File: config.mk
export PLATFORM = sky130hd
export DESIGN_NAME = abs_peak_finder
export DESIGN_NICKNAME = d
export VERILOG_FILES = /design/src/rtl/abs_peak_finder.sv
export SDC_FILE = /design/constraint.sdc
export NUM_CORES = 1
export LEC_CHECK = 0
export BUFFER_PORTS_ARGS = -buffer_cell sky130_fd_sc_hd__buf_2
export CORE_ASPECT_RATIO = 0.7
export CORE_MARGIN = 2
export CORE_UTILIZATION = 45
export DETAILED_ROUTE_END_ITERATION = 10
export SYNTH_ARGS = -nofsm -noshare
export SYNTH_HDL_FRONTEND = slang
export SYNTH_SLANG_ARGS = --single-unit
File: constraint.sdc
create_clock -name clk -period 2.7 [get_ports clk]
set_input_delay 0.54 -clock clk [delete_from_list [all_inputs] [get_ports clk]]
set_output_delay 0.54 -clock clk [all_outputs]
set_load 0.01 [all_outputs]
File: src/rtl/abs_peak_finder.sv
`default_nettype none
// ============================================================================
// Module      : abs_peak_finder
// Description : Frame-based peak detector for the CalAbs magnitude stream.
//               Every N accepted samples it reports the largest magnitude and
//               the in-frame index of its first occurrence. Defining the
//               macro PEAK_AVG_EN adds a frame-mean output (avg_o).
// Revision    : 1.0 - initial release
// ============================================================================
module abs_peak_finder #(
    parameter int N  = 1024,
    parameter int DW = 8,
    parameter int AW = $clog2(N)
) (
    input  logic          clk,
    input  logic          rst,
    input  logic          val_i,
    input  logic [DW-1:0] abs_i,
    output logic [DW-1:0] peak_o,
    output logic [AW-1:0] idx_o,
    output logic          val_o
`ifdef PEAK_AVG_EN
    ,
    output logic [DW-1:0] avg_o
`endif
);

    localparam logic [0:0]    FIRST  = 1'b0;
    localparam logic [0:0]    SEARCH = 1'b1;
    localparam logic [AW-1:0] LAST   = AW'(N - 1);

    logic [0:0]    state;
    logic [AW-1:0] cnt;
    logic [DW-1:0] max_r;
    logic [AW-1:0] maxidx_r;

    // Running-max candidates for the sample on the input this cycle.
    logic          gt;
    logic [DW-1:0] max_nxt;
    logic [AW-1:0] idx_nxt;
    logic          is_last;

`ifdef PEAK_AVG_EN
    logic [DW+AW-1:0] acc;
    logic [DW+AW-1:0] sum_nxt;
`endif

    // Strict compare so that ties keep the earliest index.
    always_comb begin
        gt      = (abs_i > max_r);
        max_nxt = gt ? abs_i : max_r;
        idx_nxt = gt ? cnt   : maxidx_r;
        is_last = (cnt == LAST);
`ifdef PEAK_AVG_EN
        sum_nxt = acc + {{AW{1'b0}}, abs_i};
`endif
    end

    // Frame FSM, running max and result commit; idle cycles change nothing.
    always_ff @(posedge clk) begin
        if (rst) begin
            state    <= FIRST;
            cnt      <= '0;
            max_r    <= '0;
            maxidx_r <= '0;
            peak_o   <= '0;
            idx_o    <= '0;
            val_o    <= 1'b0;
`ifdef PEAK_AVG_EN
            acc      <= '0;
            avg_o    <= '0;
`endif
        end else begin
            val_o <= 1'b0;
            if (val_i) begin
                case (state)
                    FIRST: begin
                        // Sample 0 loads the running state outright, so a new
                        // frame never inherits the previous frame's maximum.
                        max_r    <= abs_i;
                        maxidx_r <= '0;
                        cnt      <= AW'(1);
                        state    <= SEARCH;
`ifdef PEAK_AVG_EN
                        acc      <= {{AW{1'b0}}, abs_i};
`endif
                    end
                    default: begin
                        max_r    <= max_nxt;
                        maxidx_r <= idx_nxt;
                        cnt      <= cnt + AW'(1);
`ifdef PEAK_AVG_EN
                        acc      <= sum_nxt;
`endif
                        // Last sample: commit including its own compare; the
                        // counter wraps to 0 naturally.
                        if (is_last) begin
                            peak_o <= max_nxt;
                            idx_o  <= idx_nxt;
                            val_o  <= 1'b1;
                            state  <= FIRST;
`ifdef PEAK_AVG_EN
                            avg_o  <= sum_nxt[DW+AW-1:AW];
`endif
                        end
                    end
                endcase
            end
        end
    end

endmodule
`default_nettype wire
==> impl_metrics.ini, run 1 <==
[floorplan]
fp.dieH_um = 64.86
ios = 30
rows = 22
core-area_mm2 = 0.005175
start_util_pct = 46.01
dieArea_mm2 = 0.005898
die_w_um = 90.94

[critical_path]
endpoint_kind = flip-flop
r2r-end = maxidx_r[6]
critPathBufInv = 2
critPathTopFamily = compound AO/OA/AOI/OAI gates
required_ns = 2.86
crit_arrival_ns = 2.24
cp-start-kind = flip-flop
cp_slowest_stage_delay_ns = 0.40
cp_max_fo = 11
crit_chain = inv_1 -> ha_1 -> nand4_2 -> nor2_1 -> a211oi_1 -> buf_4 -> o2111ai_1 -> o32ai_1
timing.rr.start = max_r[7]
cp_slowest_cell = o2111ai_1
critical_path_class = flip-flop to flip-flop
rrSetupSlack_ns = 0.62
rr_worst_depth = 8

[clock_network]
cts_sinks = 48
cts_setup_buffers = 0
clkLatencyLatePin_ns = 0.29
cts_tree = yes
cts-root-buf = clkbuf_8
clock_path_buffers = 2
ctsResizeCount = 0
cts_hold_buffers = 0
cts.clk_slew.worst_paths_ns = 0.08
cts_buffers = 5
htreeDepth = 2

[timing]
final-hold-violation-count = 0
relSlewSlack_pct = 65.94
fin_crit_ns = 2.079
drv_slew = 0
tightest_slew_ns = 0.5110
skew_ns = 0.002153
fin_crit_sh_pct = 76.99
fmax_mhz = 481.0
setup_tns_ns = 0
setup_viol = 0
rsz0062_at_grt = no

[layout]
final_cell_mix = dfxtp_1, nand2_1, buf_2
post-route-cell-area_mm2 = 0.002688
nets = 326
final_common_cell = dfxtp_1
drive_above_1_share_pct = 17.59
diodes = 0
area_growth_pct = 12.87
fill_cells = 532

[logic_synthesis]
yosysTopAreaCellShare_pct = 40.36
syn-instance-count = 282
ys_ff_latch = 48
netlist_top_cells_area = dfxtp_1, nand2_1, ha_1, mux2i_1, a311oi_1
netlist_area_mm2 = 0.002381
yosysUniqueCellTypes = 39
yosysWarnings = 0
synth_top_area_cell = dfxtp_1
synth_nets = 302
syn-mean-instance-area_um2 = 8.443
yosysSeqAreaShare_pct = 40.36

[place]
postPlaceCellArea_mm2 = 0.002597
place.gp.congestion = 0.7934
io_buffers = 29
dp_hpwl_mm = 3.771

[routing]
avgViaCountPerCell = 5.565
drcViolationCount = 0
ant_nets = 0
wl_per_cell_um = 14.68
wl_mm = 5.562
drt_iter0_drc = 107
num_vias = 2109
drt_pass1_iterations = 4

[power_and_ir_drop]
internal_power_mw = 0.9922
p_sw_mw = 0.3566
power.leakage_nw = 1.017
p_clk_share_pct = 32.7
ir_drop_uv = 232.2
powerDensity_mw_per_mm2 = 501.9
p_sw_share_pct = 26.44
power_frac_comb_pct = 13.4
seqPwrFrac_pct = 53.9
total_power_mw = 1.349

[grt]
grtUsageMet3_pct = 4.884
grt_pass1_wl_mm = 9.397
grt_max_degree = 33
grt_pass1_vias = 1882
track_usage_pct = 19.90
use_met2_pct = 29.07
use_met1_pct = 29.63
overflow = 0
antenna_found_initial = 0
grt-busiest-layer = met1

[run_status]
status = completed

[min_path]
whs_endpoint = max_r[5]
worstHoldStart = max_r[5]
holdPathStages = 2
hp-class = flip-flop to flip-flop

[job]
cap_violations = 0
==> cells in the mapped netlist, drive strengths merged <==
cell,number
o21ai,28
o2111ai,6
a311oi,9
o31a,1
ha,9
nand3,8
nor3,3
buf,16
inv,19
clkbuf,8
and3,2
o211ai,1
a22oi,5
a31oi,12
nand2,32
mux2i,9
a211oi,9
nor4,4
dfxtp,48
a21oi,11
nor2,19
o31ai,2
clkinv,1
or3,1
a211o,1
nor2b,2
nand4,11
o32ai,4
nor3b,1
==> cell type report <==
class                           instances  area (um^2)  area share [%]
Tap cell                               72        90.09           3.352
Timing Repair Buffer                   41        247.7           9.218
Clock buffer                            8        90.09           3.352
Multi-Input combinational cell        190         1224           45.53
Inverter                               20        75.07           2.793
Sequential cell                        48        960.9           35.75
==> routing by layer <==
| layer | vias up | part of all wire (%) | routed length (um) |
|---|---|---|---|
| met1 | 969 | 55 | 3045 |
| met3 | 2 | 5.5 | 304 |
| li1 | 1089 | - | - |
| met5 | - | 0 | 0 |
| met2 | 49 | 39 | 2187 |
| met4 | 0 | 0.45 | 25 |
==> cell families (layout without fill, tap and decap cells) <==
family | after synthesis | after routing | share of synthesized area (%)
AOI/OAI and AO/OA | 89 | 89 | 25.85
and+or+nand+nor | 83 | 83 | 17.03
DFF | 48 | 48 | 40.36
buffers and inverters | 44 | 69 | 8.250
adders and majority gates | 9 | 9 | 4.729
muxes | 9 | 9 | 3.784
==> how the worst max path moves through the flow <==
stage	start	to	cells after the start
CTS	max_r[7]	maxidx_r[6]	8
detailed placement	abs_i[1]	max_r[3]	8
finish	max_r[7]	maxidx_r[6]	8
global route	max_r[7]	maxidx_r[6]	8
global placement	abs_i[3]	maxidx_r[7]	8
floorplan	abs_i[7]	max_r[7]	8
==> registers in the layout (all words and copies together), names as in the netlist <==
signal and count:
max_r 8, maxidx_r 10, state 1, idx_o 10, peak_o 8, cnt 10, val_o 1
==> power groups by stage <==
stage               Clock (mW)  Sequential, mW  Combinational [mW]
global route             0.485           0.730               0.200
floorplan                    0           0.741               0.122
detailed placement           0           0.744               0.179
CTS                      0.456           0.727               0.180
global placement             0           0.744               0.178
finish                   0.441           0.727               0.180
==> metrics by stage <==
| stage | setup slack (ns) | instances | hold slack [ns] | utilization [%] |
|---|---|---|---|---|
| floorplan | 0.6562 | 282 | 0.4347 | - |
| global placement | 0.3649 | 371 | 0.4437 | 50.19 |
| detailed placement | 0.3772 | 371 | 0.4477 | 50.19 |
| CTS | 0.6346 | 379 | 0.4639 | 51.93 |
| global route | 0.4436 | 379 | 0.4702 | 51.93 |
| finish | 0.6212 | 379 | 0.4624 | 51.93 |
==> worst reg2reg max path: stages (launching register included) <==
cell,delay (ns)
dfxtp_1,0.34
inv_1,0.06
ha_1,0.32
nand4_2,0.17
nor2_1,0.23
a211oi_1,0.08
buf_4,0.19
o2111ai_1,0.40
o32ai_1,0.16
No activity file was read; power rests on OpenSTA's default activity.
==> run 2, diff against run 1 <==
--- a/config.mk
+++ b/config.mk
@@ -10,6 +10,7 @@
 export CORE_MARGIN = 2
 export CORE_UTILIZATION = 45
 export DETAILED_ROUTE_END_ITERATION = 10
+export PLACE_DENSITY = 0.67
 export SYNTH_ARGS = -nofsm -noshare
 export SYNTH_HDL_FRONTEND = slang
 export SYNTH_SLANG_ARGS = --single-unit
==> constraint.sdc (replaced) <==
create_clock -name clk -period 1.9 [get_ports clk]
set_input_delay 0.38 -clock clk [delete_from_list [all_inputs] [get_ports clk]]
set_output_delay 0.38 -clock clk [all_outputs]
set_load 0.01 [all_outputs]
==> run 2 against run 1 <==
  * The flow now finishes with violations (setup timing)
  * Maximum frequency is 2.6% higher
  * Utilization is 8.1 points higher
  * Combinational power is 110% higher
  * Sequential share of layout area is 4.7 points lower
  * Non-clock buffer count is 26 higher
  * Clock skew is 0.0078 ns higher
  * Design area is 16% higher
  * Die area stayed put
  * Highest routed layer unchanged
==> impl_metrics.ini, run 2 (same netlist as run 1, synthesis figures left out) <==
[timing]
final.setup.worst_slack_ns = -0.1257
fin_crit_sh_pct = 106.6
skew_ns = 0.009949
final-hold-violation-count = 0
fmax_mhz = 493.7
hold_ws_ns = 0.3902
rsz0062_at_grt = yes
relSlewSlack_pct = 74.89
fin_crit_ns = 2.026
setup_viol = 14
drv_slew = 0
tightest_slew_ns = 0.3733

[layout]
nets = 352
area_growth_pct = 30.37
drive_above_1_share_pct = 30.93
reg.largest.list = cnt x10, idx_o x10, maxidx_r x10
diodes = 0
final_cell_mix = dfxtp_1, nand2_1, buf_4
utilization_pct = 59.99
final_common_cell = dfxtp_1

[critical_path]
critPathBufInv = 2
required_ns = 2.13
crit_chain = inv_2 -> ha_4 -> nor2b_1 -> o211ai_1 -> a211o_1 -> a31oi_4 -> buf_4 -> mux2i_1
critical_path_class = flip-flop to flip-flop
rr_worst_depth = 8
cp_slowest_stage_delay_ns = 0.39
endpoint_kind = flip-flop
path_depth = 8
cp-start-kind = flip-flop
critPathTopFamily = compound AO/OA/AOI/OAI gates
crit_arrival_ns = 2.25
cp_slowest_cell = a211o_1
cp_max_fo = 4

[power_and_ir_drop]
power.leakage_nw = 1.170
powerDensity_mw_per_mm2 = 719.4
p_clk_share_pct = 36.7
power_frac_comb_pct = 16.9
internal_power_mw = 1.655
ir_drop_uv = 318.7
p_sw_mw = 0.5780
p_sw_share_pct = 25.88
total_power_mw = 2.233
seqPwrFrac_pct = 46.4

[place]
io_buffers = 29
place.gp.congestion = 0.8096
place_ws_ns = -0.1706
dp_hpwl_mm = 4.179

[grt]
antenna_found_initial = 0
track_usage_pct = 21.19
grt_pass1_vias = 2007
overflow = 0
grt_max_degree = 33
grt_pass1_wl_mm = 9.956

[routing]
drcViolationCount = 0
wl_per_cell_um = 15.28
num_vias = 2266
ant_nets = 0
drt_iter0_drc = 142
drt_pass1_iterations = 4
wl_mm = 6.189
avgViaCountPerCell = 5.595

[floorplan]
ios = 30
dieArea_mm2 = 0.005898
rows = 22
core-area_mm2 = 0.005175
fp.dieH_um = 64.86
start_util_pct = 46.01
die_w_um = 90.94

[run_status]
status = complete, but fails checks
failed_checks = setup timing

[min_path]
holdPathStages = 2
hp-class = primary input to flip-flop

[clock_network]
cts.clk_slew.worst_paths_ns = 0.09
cts-root-buf = clkbuf_8
cts_sinks = 48
htreeDepth = 2
clkLatencyLatePin_ns = 0.31
cts_hold_buffers = 0
clock_path_buffers = 2
cts_buffers = 5
cts_tree = yes

[job]
cap_violations = 0
==> run 2: per-stage QoR <==
step | TNS [ns] | area, um^2 | cells
final | -0.5374 | 3104 | 405
after global routing | -2.264 | 3104 | 405
after CTS | -0.4131 | 2960 | 403
after detailed placement | -3.601 | 2783 | 394
after global placement | -2.152 | 2783 | 394
after floorplan | 0 | 2381 | 282
==> run 2: layer usage <==
| layer | GRT usage [%] | up-vias | wire (um) |
|---|---|---|---|
| met3 | 5.465 | 7 | 299 |
| met5 | 0 | - | 0 |
| li1 | - | 1133 | - |
| met2 | 29.26 | 50 | 2619 |
| met4 | 5.303 | 0 | 57 |
| met1 | 32.33 | 1076 | 3212 |
==> run 2: power by group through the flow <==
| stage | combinational (mW) | clock [mW] | sequential, mW |
|---|---|---|---|
| global route | 0.405 | 0.874 | 1.04 |
| finish | 0.377 | 0.820 | 1.04 |
| global placement | 0.301 | 0 | 1.06 |
| detailed placement | 0.305 | 0 | 1.06 |
| CTS | 0.322 | 0.834 | 1.03 |
| floorplan | 0.173 | 0 | 1.05 |
==> run 2: what timing repair did <==
item,in CTS,in global routing
resized for setup,9,22
setup buffers,1,2
pin swaps,4,12
endpoints found under the setup margin,24,36
==> run 2: final timing paths <==
check | startpoint | end | slack [ns]
worst max register to register | max_r[1] | max_r[1] | -0.13
worst min-delay path | rst | cnt[3] | 0.39
worst max-delay path | max_r[1] | max_r[1] | -0.13
worst min register to register | max_r[4] | max_r[4] | 0.46
==> run 2: final cells by class <==
class	count	area, um^2
clock buffers	7	96.34
inverters	20	75.07
repair buffers	67	478.0
well taps	72	90.09
clock inverters	1	30.03
fillers	471	2071
multi-input cells	190	1370
flip-flops and latches	48	964.7
==> run 3, diff against run 2 <==
--- a/config.mk
+++ b/config.mk
@@ -7,8 +7,8 @@
 export LEC_CHECK = 0
 export BUFFER_PORTS_ARGS = -buffer_cell sky130_fd_sc_hd__buf_2
 export CORE_ASPECT_RATIO = 0.7
-export CORE_MARGIN = 2
 export CORE_UTILIZATION = 45
+export CTS_CLUSTER_SIZE = 30
 export DETAILED_ROUTE_END_ITERATION = 10
 export PLACE_DENSITY = 0.67
 export SYNTH_ARGS = -nofsm -noshare
==> run 3 against run 2 <==
  * The flow still finishes with violations (setup timing)
  * Cell count shrank 0.74%
  * Sequential power hardly changed
  * Design area shrank 0.40%
  * Via count increased by 1.8%
  * Critical endpoint is now peak_o[3]
  * Clock skew down 0.0026 ns
  * Sequential cell count did not move
  * Routed wire length is 2.3% higher
  * First-iteration DRC count grew 30%
  * Die area is 5.2% lower
  * Highest routed layer unchanged
  * Sequential share of layout area is 0.17 points higher
  * Largest power group unchanged
==> impl_metrics.ini, run 3 (same netlist as run 1, synthesis figures left out) <==
[timing]
final-hold-violation-count = 0
fin_crit_sh_pct = 109.1
skew_ns = 0.007343
rsz0062_at_grt = yes
hold_ws_ns = 0.3562
setup_viol = 21
setup_tns_ns = -0.9267
fin_crit_ns = 2.072
tightest_slew_ns = 0.3805
relSlewSlack_pct = 74.48
drv_slew = 0
final.setup.worst_slack_ns = -0.1723
fmax_mhz = 482.6

[floorplan]
core-area_mm2 = 0.004940
fp.dieH_um = 62.86
die_w_um = 88.94
start_util_pct = 48.20
rows = 21
dieArea_mm2 = 0.005591
ios = 30

[layout]
multi_input_area_mm2 = 0.001378
final_common_cell = dfxtp_1
final_cell_mix = dfxtp_1, nand2_1, buf_2
nets = 352
area_growth_pct = 29.85
fill_cells = 430
seqCellArea_um2 = 965.9
reg.largest.list = cnt x10, idx_o x10, maxidx_r x10
drive_above_1_share_pct = 31.53
layout.cells.non_filler = 402
diodes = 0

[routing]
drt_pass1_iterations = 5
num_vias = 2306
wl_mm = 6.330
ant_nets = 0
drt_iter0_drc = 184
avgViaCountPerCell = 5.736
drcViolationCount = 0
wl_per_cell_um = 15.75

[place]
io_buffers = 29
dp_cells = 391
dp_hpwl_mm = 4.093
place.gp.congestion = 0.8269

[critical_path]
crit_arrival_ns = 2.26
required_ns = 2.08
cp_max_fo = 8
critical_path_class = flip-flop to flip-flop
endpoint_kind = flip-flop
cp-start-kind = flip-flop

[clock_network]
cts-root-buf = clkbuf_8
clock_path_buffers = 2
cts_tree = yes
cts_sinks = 48
cts_hold_buffers = 0
htreeDepth = 2
cts_buffers = 5
clkLatencyLatePin_ns = 0.31
cts.clk_slew.worst_paths_ns = 0.09

[grt]
overflow = 0
grt_pass1_wl_mm = 9.729
grt_max_degree = 34
track_usage_pct = 22.66
grt_pass1_vias = 2004
antenna_found_initial = 0

[job]
cap_violations = 0

[run_status]
status = complete, but fails checks
failed_checks = setup timing

[power_and_ir_drop]
ir_drop_uv = 491.3
powerDensity_mw_per_mm2 = 670.8
total_power_mw = 2.074
power.leakage_nw = 1.181

[min_path]
hp-class = primary input to flip-flop
[run 3: cell types whose count changed in the layout (fill, tap and decap cells not counted), moves of 2 or more]
cell      before  now
buf_6          4    7
buf_4         31   28
a211oi_1       1    3
clkinv_2       0    2
[run 3: stage by stage]
stage	area, um^2	setup WS (ns)	utilization [%]
2_1_floorplan	2381	0.01622	-
3_3_place_gp	2791	-0.1850	56.51
3_5_place_dp	2791	-0.1958	56.51
4_1_cts	2963	-0.007315	59.98
5_1_grt	3092	-0.2098	62.59
6_report	3092	-0.1723	62.59
[run 3: layout make-up]
cell class              instances  area share (%)
multi-input cells             190           44.56
flip-flops and latches         48           31.24
repair buffers                 67           15.99
well taps                      69           2.792
clock buffers                   6           2.671
inverters                      20           2.428
clock inverters                 2          0.3238
[run 3: critical path, cell delays in order, from the launching register on]
cell and delay, ns:
dfxtp_2 0.34, inv_2 0.05, ha_4 0.26, nor2b_4 0.13
o211ai_1 0.14, a211o_1 0.38, buf_4 0.21, a211oi_1 0.34
a311oi_1 0.10
[run 3: path summary, 6_finish.rpt]
kind,start,endpoint,slack [ns],cells past startpoint
setup reg to reg,max_r[1],peak_o[3],-0.17,8
hold / removal,abs_i[0],max_r[0],0.36,3
setup / recovery,max_r[1],peak_o[3],-0.17,8
hold reg to reg,max_r[2],max_r[2],0.46,2
[run 3: timing repair]
item / in CTS / in global routing
resized for setup: 13 / 23
pin swaps: 2 / 9
buffers inserted: 1 / 2
endpoints found under the setup margin: 28 / 35
[run 3: where the power goes]
group | internal [mW] | leakage [nW] | switching (mW)
clock | 0.291 | 0.0510 | 0.347
sequential | 1.02 | 0.390 | 0.0115
combinational | 0.184 | 0.740 | 0.217
[run 3: routing by layer]
| metal | routed length, um | global-route usage, % | vias to the layer above |
|---|---|---|---|
| met4 | 75 | 7.143 | 0 |
| met3 | 341 | 4.624 | 8 |
| li1 | - | - | 1138 |
| met5 | 0 | 0 | - |
| met2 | 2767 | 30.96 | 63 |
| met1 | 3145 | 34.96 | 1097 |
